==> src/rtl/fib_job_scheduler.sv <==
// Two-requester Fibonacci job scheduler around one shared a/b step datapath.
// Jobs are granted round-robin and run to completion, one step per cycle.
//
// state  | meaning
// S_IDLE | waiting for a request; grants one requester
// S_RUN  | stepping a<=b, b<=a+b until the step count is exhausted
// S_RESP | presenting the result to the owning requester
module fib_job_scheduler #(
  parameter int WIDTH = 8,
  parameter int CNT_W = 8
) (
  input  logic             clk,
  input  logic             rst,
  input  logic             i_req0_valid,
  output logic             o_req0_ready,
  input  logic [CNT_W-1:0] i_req0_n,
  input  logic             i_req1_valid,
  output logic             o_req1_ready,
  input  logic [CNT_W-1:0] i_req1_n,
  output logic             o_resp0_valid,
  input  logic             i_resp0_ready,
  output logic             o_resp1_valid,
  input  logic             i_resp1_ready,
  output logic [WIDTH-1:0] o_resp_data,
  output logic             o_resp_ovf,
  output logic             o_busy
);

  typedef enum logic [1:0] {
    S_IDLE = 2'd0,
    S_RUN  = 2'd1,
    S_RESP = 2'd2
  } state_t;

  state_t           r_state;
  state_t           w_state_nxt;
  logic [WIDTH-1:0] r_a;
  logic [WIDTH-1:0] r_b;
  logic [CNT_W-1:0] r_cnt;
  logic             r_ovf_a;
  logic             r_ovf_b;
  logic             r_owner;
  logic             r_last_grant;

  logic             w_grant;
  logic             w_accept;
  logic             w_resp_take;
  logic [CNT_W-1:0] w_n;
  logic [WIDTH:0]   w_sum;

  // On a tie the requester that was not served last wins.
  assign w_grant     = (i_req0_valid & i_req1_valid) ? ~r_last_grant : i_req1_valid;
  assign w_accept    = (r_state == S_IDLE) & (i_req0_valid | i_req1_valid);
  assign w_n         = w_grant ? i_req1_n : i_req0_n;
  assign w_resp_take = (r_state == S_RESP) & (r_owner ? i_resp1_ready : i_resp0_ready);
  assign w_sum       = {1'b0, r_a} + {1'b0, r_b};

  always_ff @(posedge clk or posedge rst) begin
    if (rst) begin
      r_state <= S_IDLE;
    end else begin
      r_state <= w_state_nxt;
    end
  end

  always_comb begin
    w_state_nxt   = r_state;
    o_req0_ready  = 1'b0;
    o_req1_ready  = 1'b0;
    o_resp0_valid = 1'b0;
    o_resp1_valid = 1'b0;
    o_resp_data   = '0;
    o_resp_ovf    = 1'b0;
    o_busy        = 1'b0;
    case (r_state)
      S_IDLE: begin
        if (w_accept) begin
          w_state_nxt = (w_n == '0) ? S_RESP : S_RUN;
        end
        o_req0_ready = ~rst & w_accept & ~w_grant;
        o_req1_ready = ~rst & w_accept & w_grant;
      end
      S_RUN: begin
        if (r_cnt == CNT_W'(1)) begin
          w_state_nxt = S_RESP;
        end
        o_busy = ~rst;
      end
      S_RESP: begin
        if (w_resp_take) begin
          w_state_nxt = S_IDLE;
        end
        o_busy        = ~rst;
        o_resp0_valid = ~rst & ~r_owner;
        o_resp1_valid = ~rst & r_owner;
        o_resp_data   = rst ? '0 : r_a;
        o_resp_ovf    = ~rst & r_ovf_a;
      end
      default: w_state_nxt = S_IDLE;
    endcase
  end

  always_ff @(posedge clk or posedge rst) begin
    if (rst) begin
      r_a          <= '0;
      r_b          <= WIDTH'(1);
      r_cnt        <= '0;
      r_ovf_a      <= 1'b0;
      r_ovf_b      <= 1'b0;
      r_owner      <= 1'b0;
      r_last_grant <= 1'b1;
    end else begin
      case (r_state)
        S_IDLE: begin
          if (w_accept) begin
            r_a     <= '0;
            r_b     <= WIDTH'(1);
            r_cnt   <= w_n;
            r_ovf_a <= 1'b0;
            r_ovf_b <= 1'b0;
            r_owner <= w_grant;
          end
        end
        S_RUN: begin
          // ovf flags follow their registers, so b overflowing alone never flags a.
          r_a     <= r_b;
          r_b     <= w_sum[WIDTH-1:0];
          r_cnt   <= r_cnt - CNT_W'(1);
          r_ovf_a <= r_ovf_b;
          r_ovf_b <= r_ovf_a | r_ovf_b | w_sum[WIDTH];
        end
        S_RESP: begin
          if (w_resp_take) begin
            r_last_grant <= r_owner;
          end
        end
        default: ;
      endcase
    end
  end

endmodule

==> config.mk <==
export PLATFORM = sky130hd
export DESIGN_NAME = fib_job_scheduler
export DESIGN_NICKNAME = d
export VERILOG_FILES = /design/src/rtl/fib_job_scheduler.sv
export SDC_FILE = /design/constraint.sdc
export NUM_CORES = 1
export LEC_CHECK = 0
export CORE_MARGIN = 4
export CORE_UTILIZATION = 45
export DETAILED_ROUTE_END_ITERATION = 10
export PLACE_DENSITY = 0.79
export SYNTH_ARGS = -nofsm -noshare
export SYNTH_HDL_FRONTEND = slang
export SYNTH_SLANG_ARGS = --single-unit
==> constraint.sdc <==
create_clock -name clk -period 2.49 [get_ports clk]
set_input_delay 0.498 -clock clk [delete_from_list [all_inputs] [get_ports clk]]
set_output_delay 0.498 -clock clk [all_outputs]
set_load 0.01 [all_outputs]
; ---- Word level (Yosys, flattened, before mapping)
; Cells that the tools add are included.
[op_classes]
n_addsub = 2
eq_ne = 6
n_mux = 25
n_bitwise = 16
n_reduce_logical = 8
[op_table]
columns = operator, count
row1 = 8-bit two-way mux, 6
row2 = 8-bit one-hot mux with 2 select lines, 3
row3 = 8-bit by 8-bit adder with 9-bit output, 1
row4 = 1-bit AND, 9
row5 = 1-bit two-way mux, 9
row6 = 8-bit by 1-bit equality test with 1-bit output (second input constant), 1
row7 = 8-bit logical NOT, 1
row8 = 2-bit two-way mux, 4
row9 = 8-bit by 1-bit subtractor with 8-bit output (second input constant), 1
row10 = 2-bit != test (second input constant), 3
row11 = 2-bit one-hot mux with 3 select lines, 1
row12 = 2-bit AND reduction, 3
row13 = 1-bit NOT, 4
row14 = 1-bit one-hot mux with 2 select lines, 2
row15 = 1-bit OR, 3
row16 = 3-bit AND reduction, 1
row17 = 2-bit by 1-bit equality test with 1-bit output (second input constant), 1
row18 = 2-bit equality test (second input constant), 1
row19 = 2-bit logical NOT, 1
row20 = 2-bit nonzero test, 1
row21 = 2-bit OR reduction, 1
[word_totals]
register_bits = 30
in_bits = 22
output_inout_bits = 14
elab_cells = 65

; ---- Logic depth before layout (Yosys ltp)
[depth]
word_depth = 7
ltp_mapped = 8
depth_no_buf = 6

; ---- Worst setup path after synthesis
; Ideal clock, no wire load.
[synth_timing]
path_type = register to register
start = register r_a[0]
end = register r_ovf_b
setup_time_ns = 0.122
t_arrival_ns = 2.182
required_ns = 2.368
slack_ns = 0.186
path_stages_with_launch = 7
path_buffers = 0
period_less_slack_ns = 2.304
path_cell_list = dfrtp_1 -> ha_1 -> fa_1 -> a21o_1 -> a2111o_1 -> or4_1 -> a32o_1
[synth_between]
elab_chain_cells = 3
[synth_lines]
columns = item, line_no
row1 = start: declaration, 37  ; logic [WIDTH-1:0] r_a;
row2 = start signal: assignment, 126  ; r_a <= r_b;
row3 = 8-bit by 8-bit adder with 9-bit output, 56  ; assign w_sum = {1'b0, r_a} + {1'b0, r_b};
row4 = 1-bit OR, 130  ; r_ovf_b <= r_ovf_a | r_ovf_b | w_sum[WIDTH];
row5 = 1-bit one-hot mux with 2 select lines, 113  ; case (r_state)
row6 = end signal: assignment, 130
row7 = end: declaration, 41  ; logic r_ovf_b;
; No other way between the ends.
; A chain may end at the register's enable or synchronous reset.

; ---- Final worst setup path
[layout_timing]
start = register r_state[0]
end = output port o_resp_data[3]
[layout_between]
elab_chain_cells = 2
[layout_lines]
columns = item, line_no
row1 = start: declaration, 35  ; state_t r_state;
row2 = start signal: assignment, 62  ; r_state <= w_state_nxt;
row3 = 2-bit equality test, 75  ; case (r_state)
row4 = 8-bit two-way mux, 75
row5 = end: declaration, 24  ; output logic [WIDTH-1:0] o_resp_data,
; No other way between the ends.

==> run summary <==
Post-CTS Setup Bufs - 0
Total GRT Usage - 19.9%
die height - 74.3 um
CP Max Fanout - 5
global route overflow - 0
H-tree lvl count - 2
metal2 WL - 2250 um
final RePlAce weighted congestion - 0.776
core outline area - 4120 um^2
Worst-path clk slew - 70 ps
Pwr Density - 987 nW/um^2
CP Launch Type - register
largest net degree at the start of global routing - 31
initial DRC count - 122
Clock power frac - 16.2%
vias after detailed routing - 1,783
Worst EP arrival - 1910 ps
Final Setup Violations - 0
crit path to - o_resp_data[3]
final max-slew violation count - 0
dpl hpwl - 3650 um
Mapped Avg Cell Area - 9.95 um^2
met3 WL - 262 um
Sink Count - 30
synthesized area - 1980 um^2
register area share after synthesis - 38.1%
setup TNS - 0 ps
antenna-violating nets left - 0
Int Pwr - 1.53 mW
worst-skew pair later-pin latency - 290 ps
cell taking the most area after synthesis - dfrtp_1
synth warn - 0
Hold WC Path Type - register to register
slew margin rel. - 34.1%
fraction of layout cells with a size suffix above 1 - 15.7%
RSZ-0062 raised after global routing - no
Synth top area share - 35.4%
ys async rst share - 100%
Unique masters post-synth - 49
actual transition at the worst max-transition pin - 985 ps
initial antenna violation count - 0
crit path from - r_state[0]
reg2reg path depth - 6
drt pass-1 iters - 4
Num CTS Buffers - 5
DRC Markers - 0
DIE WIDTH - 74.3 um
Via density - 5.98
placed instance area - 2470 um^2
commonest cells after routing, fill and taps aside - 28 x dfrtp_1, 25 x clkdlybuf4s50_1, 14 x a22o_1
min cycle time layout - 2400 ps
IO Count - 36
CTS tree - built
Max Cap Viol - 0
drt total wl - 5020 um
synth top area cells - dfrtp_1 35%, ha_1 8.2%, a22o_1 6.2%
Util after Layout - 63.5%
critical path class - register to primary output
wire length on met1 - 2430 um
top sig layer - met4
detailed-route wire length per cell - 16.8 um
Post-synth EDFFs - 0
P_sw - 1.05 mW
PortBufs - 35
first-pass GRT wire length - 8440 um
Synthesized Nets - 235
Root Buffer - clkbuf_8
# nets final - 283
sw frac - 40.9%
Pleak - 1.38 nW
vias in the first global route - 1,713
Max IR drop VDD - 469 uV
flop-to-flop setup slack - 110 ps
DIE AREA - 5520 um^2
FF+latch count, synth - 30
Worst Setup End Kind - primary output
status - finished, final reports clean
Top FF cell, synth - dfrtp_1
Max clock buf depth - 2
Comb pwr share - 52.5%
Synth Instances - 199
commonest non-fill, non-tap cell in the layout - dfrtp_1
Final period util - 96.6%
CP required - 1990 ps
antenna fix cells - 0
cell area after layout - 2610 um^2
Peak Freq - 0.416 GHz
row count - 23
Initial Utilization - 48.1%
final hold vios - 0
Final Skew - 9.84 ps
Hold WS - 522 ps
capturing point of the worst reg2reg path - r_ovf_b
Area growth syn-to-layout - 32.0%
reg2reg start - r_a[0]
sequential group share of total power - 31.3%
==> cells in the mapped netlist (4+ instances only) <==
cell,number
ha_1,13
nor2b_1,4
a22o_1,14
clkbuf_1,6
nand3_1,6
nor2_1,9
nand2_1,7
mux2i_1,6
inv_1,9
nor4_1,5
a21o_1,5
a21oi_1,9
o211ai_1,4
and2_1,12
mux2_2,5
dfrtp_1,28
==> state kept, by name (all words and copies together), names as in the netlist <==
signal	count
r_b	8
r_cnt	8
r_a	8
r_ovf_a	1
r_owner	1
r_ovf_b	1
r_last_grant	1
r_state	2
==> metal layers <==
layer / vias up / GRT usage (%)
met5: - / 0
met4: 0 / 7.91
met3: 10 / 3.92
met2: 62 / 28.5
met1: 844 / 29.4
li1: 867 / -
==> repair_timing <==
action                                  in CTS  in global routing
hold endpoints to repair                     0                  0
gates resized for setup                      0                 17
hold buffers                                 0                  0
endpoints found under the setup margin       0                 13
==> power by group through the flow <==
stage	logic, mW	clock network, mW	registers (mW)
2_1_floorplan	0.886	0	0.771
3_3_place_gp	1.30	0	0.805
3_5_place_dp	1.33	0	0.811
4_1_cts	1.34	0.426	0.802
5_1_grt	1.51	0.447	0.838
6_report	1.35	0.417	0.808
==> worst max-delay path, stage by stage, from the launching register on <==
cell	delay (ps)
dfrtp_1	380
inv_1	100
ha_2	210
nor2b_4	160
buf_4	140
and2_1	120
clkdlybuf4s50_1	520
==> how the worst min path moves through the flow <==
stage | start | endpoint | slack, ps | cells after the start
6_report | r_b[2] | r_b[2] | 520 | 2
5_1_grt | r_b[0] | r_b[0] | 540 | 1
4_1_cts | r_b[2] | r_b[2] | 520 | 2
3_5_place_dp | r_b[2] | r_b[2] | 510 | 2
3_3_place_gp | r_ovf_b | r_ovf_b | 490 | 1
2_1_floorplan | r_ovf_b | r_ovf_a | 470 | 1
==> per-stage QoR <==
stage               power, mW  worst slack, ps  cells
floorplan                1.66              186    199
global placement         2.11             85.8    289
detailed placement       2.14             72.0    289
CTS                      2.57             13.3    297
global route             2.80             1.99    298
finish                   2.58             85.3    298
==> final cells by class <==
| cell class | count | area (um^2) |
|---|---|---|
| Clock inverter | 2 | 12.5 |
| Timing Repair Buffer | 49 | 493 |
| Sequential cell | 30 | 753 |
| Tap cell | 50 | 62.6 |
| Clock buffer | 6 | 82.6 |
| Inverter | 9 | 33.8 |
| Fill cell | 341 | 1500 |
| Multi-Input combinational cell | 152 | 1180 |
==> cell families (layout without fill, tap and decap cells) <==
logic type / after synthesis / count (layout) / synth area share, %
buf+inv: 17 / 66 / 3.35
fa+ha+maj: 14 / 14 / 9.23
xor+xnor: 4 / 4 / 1.77
simple gates: 62 / 62 / 18.0
compound gates: 61 / 61 / 23.8
mux: 11 / 11 / 5.88
flops: 30 / 30 / 38.1
No activity file was read; power rests on OpenSTA's default activity.
